==> config.mk <==
export PLATFORM = sky130hd
export DESIGN_NAME = gcd_job_sequencer
export DESIGN_NICKNAME = d
export VERILOG_FILES = /design/src/rtl/gcd_pkg.sv /design/src/rtl/gcd_pair_fifo.sv /design/src/rtl/gcd_job_sequencer.sv
export SDC_FILE = /design/constraint.sdc
export NUM_CORES = 1
export LEC_CHECK = 0
export ABC_AREA = 0
export CAP_MARGIN = 15
export CORE_MARGIN = 2
export CORE_UTILIZATION = 40
export CTS_BUF_LIST = sky130_fd_sc_hd__clkbuf_8 sky130_fd_sc_hd__clkbuf_16
export DETAILED_ROUTE_END_ITERATION = 7
export DONT_BUFFER_PORTS = 1
export SLEW_MARGIN = 20
export SYNTH_ARGS = -nofsm -noshare
export SYNTH_HDL_FRONTEND = slang
export SYNTH_SLANG_ARGS = --single-unit
==> constraint.sdc <==
create_clock -name CLK -period 2.8 [get_ports CLK]
set_clock_uncertainty 0.2 [all_clocks]
set_input_delay 0.42 -clock CLK [delete_from_list [all_inputs] [get_ports CLK]]
set_output_delay 0.42 -clock CLK [all_outputs]
set_load 0.05 [all_outputs]
==> src/rtl/gcd_pkg.sv <==
// Shared types and defaults for the GCD job sequencer and its pair FIFO.
// Optional feature macro used by the sequencer: GCD_ZERO_BYPASS_EN.
package gcd_pkg;

    localparam int GCD_W          = 8;
    localparam int GCD_FIFO_DEPTH = 4;
    localparam int GCD_PAIR_W     = 2 * GCD_W;

    typedef enum logic [1:0] {
        IDLE  = 2'd0,
        ISSUE = 2'd1,
        WAIT  = 2'd2,
        DRAIN = 2'd3
    } gcd_state_t;

endpackage

==> src/rtl/gcd_pair_fifo.sv <==
// Synchronous FIFO of operand pairs with occupancy count and full/empty flags.
// Pushes while full and pops while empty are ignored; pointers wrap modulo DEPTH.
module gcd_pair_fifo #(
    parameter int W     = 16,
    parameter int DEPTH = 4
) (
    input  logic                     CLK,
    input  logic                     reset,
    input  logic                     i_push,
    input  logic [W-1:0]             i_data,
    input  logic                     i_pop,
    output logic [W-1:0]             o_data,
    output logic                     o_full,
    output logic                     o_empty,
    output logic [$clog2(DEPTH):0]   o_count
);

    localparam int AW = $clog2(DEPTH);
    localparam logic [AW:0] FULL_COUNT = (AW + 1)'(DEPTH);

    logic [W-1:0]  r_mem [DEPTH];
    logic [AW-1:0] r_wr_ptr;
    logic [AW-1:0] r_rd_ptr;
    logic [AW:0]   r_count;

    logic w_push;
    logic w_pop;

    // Full is taken from the registered count, so a pop in the same cycle never frees a slot early.
    assign o_full  = (r_count == FULL_COUNT);
    assign o_empty = (r_count == '0);
    assign o_count = r_count;
    assign o_data  = r_mem[r_rd_ptr];

    assign w_push = i_push && !o_full;
    assign w_pop  = i_pop && !o_empty;

    always_ff @(posedge CLK or negedge reset) begin
        if (!reset) begin
            r_wr_ptr <= '0;
            r_rd_ptr <= '0;
            r_count  <= '0;
        end else begin
            if (w_push) begin
                r_wr_ptr <= r_wr_ptr + 1'b1;
            end
            if (w_pop) begin
                r_rd_ptr <= r_rd_ptr + 1'b1;
            end
            case ({w_push, w_pop})
                2'b10:   r_count <= r_count + 1'b1;
                2'b01:   r_count <= r_count - 1'b1;
                default: r_count <= r_count;
            endcase
        end
    end

    always_ff @(posedge CLK) begin
        if (w_push) begin
            r_mem[r_wr_ptr] <= i_data;
        end
    end

endmodule

==> src/rtl/gcd_job_sequencer.sv <==
// Feeds buffered operand pairs one at a time to a GCD core and returns results in order.
// Optional: define GCD_ZERO_BYPASS_EN to answer pairs containing a zero without using the core.
module gcd_job_sequencer
    import gcd_pkg::*;
#(
    parameter int W     = GCD_W,
    parameter int DEPTH = GCD_FIFO_DEPTH
) (
    input  logic         CLK,
    input  logic         reset,
    input  logic         in_valid,
    output logic         in_ready,
    input  logic [W-1:0] in_x,
    input  logic [W-1:0] in_y,
    output logic [W-1:0] gcd_x,
    output logic [W-1:0] gcd_y,
    output logic         gcd_start,
    input  logic [W-1:0] gcd_out,
    input  logic         gcd_done,
    output logic         res_valid,
    input  logic         res_ready,
    output logic [W-1:0] res_data,
    output logic         busy
);

    gcd_state_t r_state;
    gcd_state_t w_next_state;

    logic [W-1:0]            r_gcd_x;
    logic [W-1:0]            r_gcd_y;
    logic                    r_res_valid;
    logic [W-1:0]            r_res_data;

    logic [2*W-1:0]          w_head;
    logic [W-1:0]            w_head_x;
    logic [W-1:0]            w_head_y;
    logic                    w_fifo_full;
    logic                    w_fifo_empty;
    logic [$clog2(DEPTH):0]  w_fifo_count;
    logic                    w_pop;
    logic                    w_bypass;
    logic [W-1:0]            w_bypass_data;

    gcd_pair_fifo #(
        .W     (2 * W),
        .DEPTH (DEPTH)
    ) u_pair_fifo (
        .CLK     (CLK),
        .reset   (reset),
        .i_push  (in_valid),
        .i_data  ({in_x, in_y}),
        .i_pop   (w_pop),
        .o_data  (w_head),
        .o_full  (w_fifo_full),
        .o_empty (w_fifo_empty),
        .o_count (w_fifo_count)
    );

    assign w_head_x      = w_head[2*W-1:W];
    assign w_head_y      = w_head[W-1:0];
    assign w_bypass_data = (w_head_x == '0) ? w_head_y : w_head_x;

`ifdef GCD_ZERO_BYPASS_EN
    assign w_bypass = (w_head_x == '0) || (w_head_y == '0);
`else
    assign w_bypass = 1'b0;
`endif

    // Start is decoded from the registered state so that reset removes it without waiting for a clock.
    assign gcd_start = (r_state == ISSUE) || (r_state == WAIT);
    assign gcd_x     = r_gcd_x;
    assign gcd_y     = r_gcd_y;
    assign res_valid = r_res_valid;
    assign res_data  = r_res_data;
    assign in_ready  = !w_fifo_full;
    assign busy      = (w_fifo_count != '0) || (r_state != IDLE) || r_res_valid;

    always_ff @(posedge CLK or negedge reset) begin
        if (!reset) begin
            r_state <= IDLE;
        end else begin
            r_state <= w_next_state;
        end
    end

    // A new job is only taken once the previous result has been consumed, which keeps ordering strict.
    always_comb begin
        w_next_state = r_state;
        w_pop        = 1'b0;
        case (r_state)
            IDLE: begin
                if (!w_fifo_empty && !r_res_valid) begin
                    w_pop = 1'b1;
                    if (!w_bypass) begin
                        w_next_state = ISSUE;
                    end
                end
            end
            ISSUE: begin
                w_next_state = WAIT;
            end
            WAIT: begin
                if (gcd_done) begin
                    w_next_state = DRAIN;
                end
            end
            DRAIN: begin
                if (!gcd_done) begin
                    w_next_state = IDLE;
                end
            end
            default: begin
                w_next_state = IDLE;
            end
        endcase
    end

    always_ff @(posedge CLK or negedge reset) begin
        if (!reset) begin
            r_gcd_x     <= '0;
            r_gcd_y     <= '0;
            r_res_valid <= 1'b0;
            r_res_data  <= '0;
        end else begin
            if (w_pop && !w_bypass) begin
                r_gcd_x <= w_head_x;
                r_gcd_y <= w_head_y;
            end
            if (w_pop && w_bypass) begin
                r_res_data  <= w_bypass_data;
                r_res_valid <= 1'b1;
            end else if ((r_state == WAIT) && gcd_done) begin
                r_res_data  <= gcd_out;
                r_res_valid <= 1'b1;
            end else if (r_res_valid && res_ready) begin
                r_res_valid <= 1'b0;
            end
        end
    end

endmodule

==> metrics.txt, run 1 <==
Resize count post-CTS 0; Arrival @ worst endpoint 2410 ps; DRT antenna net count 0; Clock Root Buffer clkbuf_8; Cell Area, Synth between 0.003 and 0.004 mm^2; setup_tns 0 ps; HP Class in -> reg; vias in the first global route ~1,900; final net count 266; Met3 Routed Length approximately 470 um; Unique masters post-synth 31; FILL cells roughly 860; Ports 57; Vert. Die Dim 103 um; drt first pass iters 4; CTS tree done; status finished, final reports clean; clk_lat worst skew 350 ps; # setup viols final 0; top achievable clock speed 0.429 GHz; WL final 6290 um; combinational family with the most area after synthesis multiplexers; syn_area_per_cell 20.5 um^2; crit path max fanout 4; M1 WL 2580 um; # hold bufs at CTS 26; routed vias/inst between 4 and 5; Ant. Diodes 0; met2 WL post-DR between 3000 and 4000 um; drt wl/cell roughly 17 um; Startpoint Class register; die width 103 um; Placer Congestion between 0.7 and 0.8; first-pass GRT wire length 9830 um; clk sinks 98; Core Footprint ~0.0096 mm^2; Max Slew Vio Count 0; via count about 1,800; slew at the pin with the worst max-slew slack between 900 and 1000 ps; area occupied by multi-input gates ~0.0010 mm^2; H-tree depth 3; highest routed metal layer met4; Max VDD drop around 400 uV; Clock Tree Buf Depth 2; Iter 0 DRT Violations 37; Slew headroom roughly 39%; simple-gate share of the synthesized area 2.43%; die area 0.0106 mm^2; Ys Warns 0; largest net degree at the start of global routing 35; register area share after synthesis a little under three quarters; endpoint class of the critical path register; RSZ-0062 raised after global routing false; post-CTS setup buffer count 0; area delta synth->final 16.3%; adder-cell share of the synthesized area between 3 and 4%; Final Critical Period 2330 ps; Buffers on Ports 0; critical path class reg -> reg; clk slew on worst S/H paths about 90 ps; Non-Filler Instances ~370; total track usage about an eighth; Yosys reg bits 98; DRC 0; placed insts 322; antenna violations before repair 0; grt ovf 0; cell row count 36; Final HPWL DP roughly 3900 um; Max Cap Viol 0; post-synthesis mux area share 18.6%; CTS buffer count 9; CP Data Required Time 2880 ps; post-synthesis compound-gate area fraction less than 1%; layout cells sized above 1 about a quarter; Reg area around 0.0028 mm^2; Power Dens Cells 1180 mW/mm^2; commonest non-fill, non-tap cell in the layout edfxtp_1; leakage power ~1.7 nW; period utilization 83.3%; Final Hold Fails 0; initial core utilization between 40% and 50%; Hold Slack between 100 and 150 ps; Syn Nets 230; gate count of the mapped netlist 191; highest-count cells in the layout ignoring fill and taps edfxtp_1 (64), dfrtp_1 (34), dlygate4sd3_1 (26); Synth Area in XOR/XNOR approximately 1.3%
worst max-delay path, stage by stage, from the launching register on:
cell and delay, ps:
dfrtp_1 450, or3b_4 400, and2_4 180, inv_1 50
ha_1 160, inv_1 60, fa_1 370, xor2_1 150
nor2_1 110, xor2_1 140
per-layer routing:
metal	GRT usage [%]	vias up
met3	5.49	4
li1	-	811
met5	0	-
met4	3.64	0
met2	22.2	55
met1	14.7	906
Yosys cell counts:
| master | number | share of area (%) |
|---|---|---|
| buf_12 | 1 | 0.51 |
| inv_1 | 10 | 0.96 |
| nor3b_1 | 1 | 0.19 |
| fa_1 | 1 | 0.51 |
| mux2i_1 | 1 | 0.26 |
| mux4_1 | 8 | 5.4 |
| a221oi_1 | 1 | 0.22 |
| buf_2 | 1 | 0.13 |
| and3_1 | 4 | 0.64 |
| ha_1 | 9 | 2.9 |
| and2_4 | 1 | 0.22 |
| mux2_2 | 17 | 4.9 |
| nand2_1 | 1 | 0.096 |
| or3b_4 | 1 | 0.29 |
| buf_4 | 1 | 0.19 |
| nor3_4 | 1 | 0.42 |
| dfrtp_1 | 34 | 22 |
| buf_6 | 2 | 0.58 |
| nor4bb_1 | 1 | 0.26 |
| nand3_1 | 1 | 0.13 |
| clkbuf_1 | 1 | 0.096 |
| a22o_1 | 1 | 0.22 |
| mux4_2 | 8 | 4.6 |
| edfxtp_1 | 64 | 49 |
| xor2_1 | 4 | 0.90 |
| o21ai_0 | 1 | 0.13 |
| xnor2_1 | 2 | 0.45 |
| mux2_4 | 9 | 3.5 |
| a2bb2oi_1 | 1 | 0.22 |
| a21oi_1 | 1 | 0.13 |
| nor2_1 | 2 | 0.19 |
where the power goes:
| group | internal [W] | leakage (nW) | switching (W) | total (W) |
|---|---|---|---|---|
| Clock | 0.000503 | 0.113 | 0.000460 | 0.000963 |
| Combinational | 0.000782 | 0.619 | 0.000682 | 0.00146 |
| Sequential | 0.00201 | 0.988 | 0.000925 | 0.00293 |
sequential cells by signal, indices dropped and copies added, names as in the netlist:
name,flops
u_pair_fifo.r_mem,64
gcd_x,8
gcd_y,8
res_data,8
u_pair_fifo.o_count,3
r_state,2
u_pair_fifo.r_rd_ptr,2
u_pair_fifo.r_wr_ptr,2
res_valid,1
area by class of cell:
type	count	area share, %
sequential	98	60.9
clock inverter	7	2.03
tap	133	3.66
multi-input combinational	77	23.0
inverter	10	0.825
timing repair buffer	31	6.82
clock buffer	9	2.72
worst paths after layout:
| check | startpoint | end | slack [ps] | depth (start not counted) |
|---|---|---|---|---|
| max in group asynchronous | reset | gcd_x[7]$_DFFE_PN0N_ | 1860 | 2 |
| min in group asynchronous | reset | gcd_y[5]$_DFFE_PN0N_ | 350 | 2 |
| worst max-delay path | u_pair_fifo.o_count[0]$_DFFE_PN0P_ | u_pair_fifo.o_count[2]$_DFFE_PN0P_ | 470 | 9 |
| worst min register to register | u_pair_fifo.o_count[2]$_DFFE_PN0P_ | u_pair_fifo.o_count[2]$_DFFE_PN0P_ | 340 | 1 |
| worst max register to register | u_pair_fifo.o_count[0]$_DFFE_PN0P_ | u_pair_fifo.o_count[2]$_DFFE_PN0P_ | 470 | 9 |
| worst min-delay path | in_valid | u_pair_fifo.r_wr_ptr[0]$_DFFE_PN0P_ | 100 | 2 |
cell families (layout without fill, tap and decap cells):
kind of cell | count (synthesis) | after routing
AND/OR/NAND/NOR | 13 | 13
flip-flops | 98 | 98
AO/OA/AOI/OAI | 5 | 5
multiplexers | 43 | 43
adder cells (fa/ha/maj) | 10 | 10
XOR/XNOR | 6 | 6
buffers and inverters | 16 | 57
per-stage QoR:
stage	setup slack (ps)	util (%)	instance area (um^2)	total power, W
2_1_floorplan	322	-	3910	0.00414
3_3_place_gp	501	42.1	4060	0.00440
3_5_place_dp	469	42.1	4060	0.00443
4_1_cts	449	47.1	4540	0.00546
5_1_grt	313	47.2	4550	0.00568
6_report	468	47.2	4550	0.00536
(Power assumes the default switching activity.)
==> run 2: changes to the inputs <==
==> constraint.sdc (replaced) <==
create_clock -name CLK -period 2.05 [get_ports CLK]
set_clock_uncertainty 0.2 [all_clocks]
set_input_delay 0.3075 -clock CLK [delete_from_list [all_inputs] [get_ports CLK]]
set_output_delay 0.3075 -clock CLK [all_outputs]
set_load 0.05 [all_outputs]
==> metrics.txt, run 2 (synthesis gave the netlist of run 1 again) <==
post-route setup slack -122 ps (-590 ps); worst hold stages 3 (+1); Crit path largest cell delay 410 ps (-40 ps); Switching Share 38.6% (+0.041 points); cell row count 36 (unchanged); via count 1,876 (+5.6%); Ant. Diodes 0 (unchanged); slew at the pin with the worst max-slew slack 526 ps (-383 ps); Setup Slack @ Placement -124 ps (-593 ps); final net count 289 (+8.6%); Max Slew Vio Count 0 (unchanged); top achievable clock speed 0.460 GHz (+7.4%); power share of the clock group 16.4% (-1.6 points); Post-DP Area 0.00425 mm^2 (+4.9%); area delta synth->final 22.1%; commonest non-fill, non-tap cell in the layout edfxtp_1; Combinational Power Share 32.9% (+5.6 points); failing checks setup timing; Final Hold Fails 0 (unchanged); Met3 Routed Length 327 um (-30%); clk slew on worst S/H paths 80 ps (about the same); CTS tree done; WL final 6870 um (+9.2%); Power Total 0.00771 W (+44%); Power Dens Cells 1610 mW/mm^2 (+37%); routed vias/inst 4.84 (-0.63%); Core Footprint 0.00964 mm^2 (unchanged); initial core utilization 40.6% (unchanged); DRC 0 (unchanged); setup_tns -125 ps (-125 ps); RSZ-0062 raised after global routing true; Max VDD drop 519 uV (+29%); FF-to-FF End u_pair_fifo.o_count[2]$_DFFE_PN0P_; total track usage 13.8% (+0.90 points); drt wl/cell 17.7 um (+2.7%); H-tree depth 3 (unchanged); drt first pass iters 4 (unchanged); highest routed metal layer met4; final instance area 0.00478 mm^2 (+5.0%); CP endpoint u_pair_fifo.o_count[2]$_DFFE_PN0P_; Final Util 49.6% (+2.3 points); clk_lat worst skew 360 ps (about the same); Placer Congestion 0.704 (-4.3%); most flop-heavy register u_pair_fifo.r_mem; M1 WL 2950 um (+14%); # setup viols final 2 (+2); Ports 57 (unchanged); met2 WL post-DR 3450 um (+8.1%); period utilization 106% (+23 points); status finished, violations left; Buffers on Ports 0 (unchanged); P_sw 0.00298 W (+44%); flop2flop setup slack -120 ps (-590 ps); DRT antenna net count 0 (unchanged); Slew headroom 64.9% (+26 points); FF-to-FF path depth 9 (unchanged); Vert. Die Dim 103 um (unchanged); Startpoint Class register; Clock Tree Buf Depth 2 (unchanged); slowest CP cell or3b_4; Flop pwr share 50.7% (-4.0 points); leakage power 1.83 nW (+6.5%); Iter 0 DRT Violations 40 (+8.1%); Final Critical Period 2170 ps (-160 ps); CP Data Required Time 2130 ps (-750 ps); vias in the first global route 2,006 (+7.0%); crit path max fanout 2 (-2); endpoint class of the critical path register; Clock Root Buffer clkbuf_8; highest-count cells in the layout ignoring fill and taps edfxtp_1 (64), dfrtp_1 (33), dlygate4sd3_1 (26); die width 103 um (unchanged); Setup crit start u_pair_fifo.o_count[0]$_DFFE_PN0P_; CTS buffer count 9 (unchanged); worst path cell trace or3b_4 > and2_4 > inv_4 > ha_4 > inv_2 > fa_2 > xor2_1 > nor2_1 > xor2_1; first-pass GRT wire length 10,500 um (+6.7%); HP Class in -> reg; layout cells sized above 1 35.3% (+11 points); Arrival @ worst endpoint 2250 ps (-160 ps); Max Cap Viol 0 (unchanged); grt ovf 0 (unchanged); critical path class reg -> reg; largest net degree at the start of global routing 35 (unchanged); Reg-to-Reg Start u_pair_fifo.o_count[0]$_DFFE_PN0P_; Largest register FFs 64 (unchanged); Most Frequent Cell on Critical Path xor2_1; clk sinks 98 (unchanged); Final HPWL DP 4300 um (+9.2%); die area 0.0106 mm^2 (unchanged); antenna violations before repair 0 (unchanged); Internal Pwr Total 0.00474 W (+44%)
-- run 2: cell count changes in the layout (fill, tap and decap cells not counted), sizes merged --
cell,change
clkbuf,+1
clkinv,+2
buf,+23
inv,-2
bufinv,-1
-- run 2: worst max-delay path: cells and delay by family, from the launching register on --
family        cells  cell delay (ps)
fa+ha+maj         2              450
xor+xnor          2              280
flops             1              380
buf+inv           2               90
simple gates      3              690
-- run 2: what timing repair did --
item	4_1_cts	5_1_grt
endpoints found under the setup margin	2	15
setup buffers	2	0
resized for setup	0	6
pin swaps	5	5
hold buffers	27	0
endpoints found under the hold margin	107	0
gates cloned	0	0
-- run 2: through the flow --
stage | instances | hold slack (ps)
floorplan | 191 | -188
global placement | 343 | -187
detailed placement | 343 | -187
global route | 388 | 74.9
CTS | 388 | 40.2
finish | 388 | 60.1
-- run 2: worst min path at each step --
stage                             end  slack (ps)     start
2_1_floorplan    gcd_x[0]$_DFFE_PN0N_        -190     reset
3_3_place_gp     gcd_y[1]$_DFFE_PN0N_        -190     reset
3_5_place_dp     gcd_y[1]$_DFFE_PN0N_        -190     reset
4_1_cts        r_state[0]$_DFFE_PN0P_          40  gcd_done
5_1_grt        r_state[0]$_DFFE_PN0P_          70  gcd_done
6_report       r_state[0]$_DFFE_PN0P_          60  gcd_done
-- run 2: power by group through the flow --
stage / combinational [W] / sequential, W / clock, W
5_1_grt: 0.00277 / 0.00399 / 0.00137
3_3_place_gp: 0.00240 / 0.00394 / 0
2_1_floorplan: 0.00184 / 0.00392 / 0
3_5_place_dp: 0.00244 / 0.00397 / 0
4_1_cts: 0.00255 / 0.00392 / 0.00130
6_report: 0.00254 / 0.00391 / 0.00126
-- run 2: area by class of cell --
class	count	area, um^2
fill	804	4860
sequential	98	2770
multi-input combinational	77	1090
timing repair buffer	54	507
tap	133	166
clock buffer	10	138
clock inverter	6	66.3
inverter	10	40.0
-- run 2: routing by layer --
layer / up-vias / GRT usage [%]
li1: 858 / -
met1: 959 / 16.5
met2: 47 / 23.5
met3: 12 / 3.32
met4: 0 / 6.38
met5: - / 0
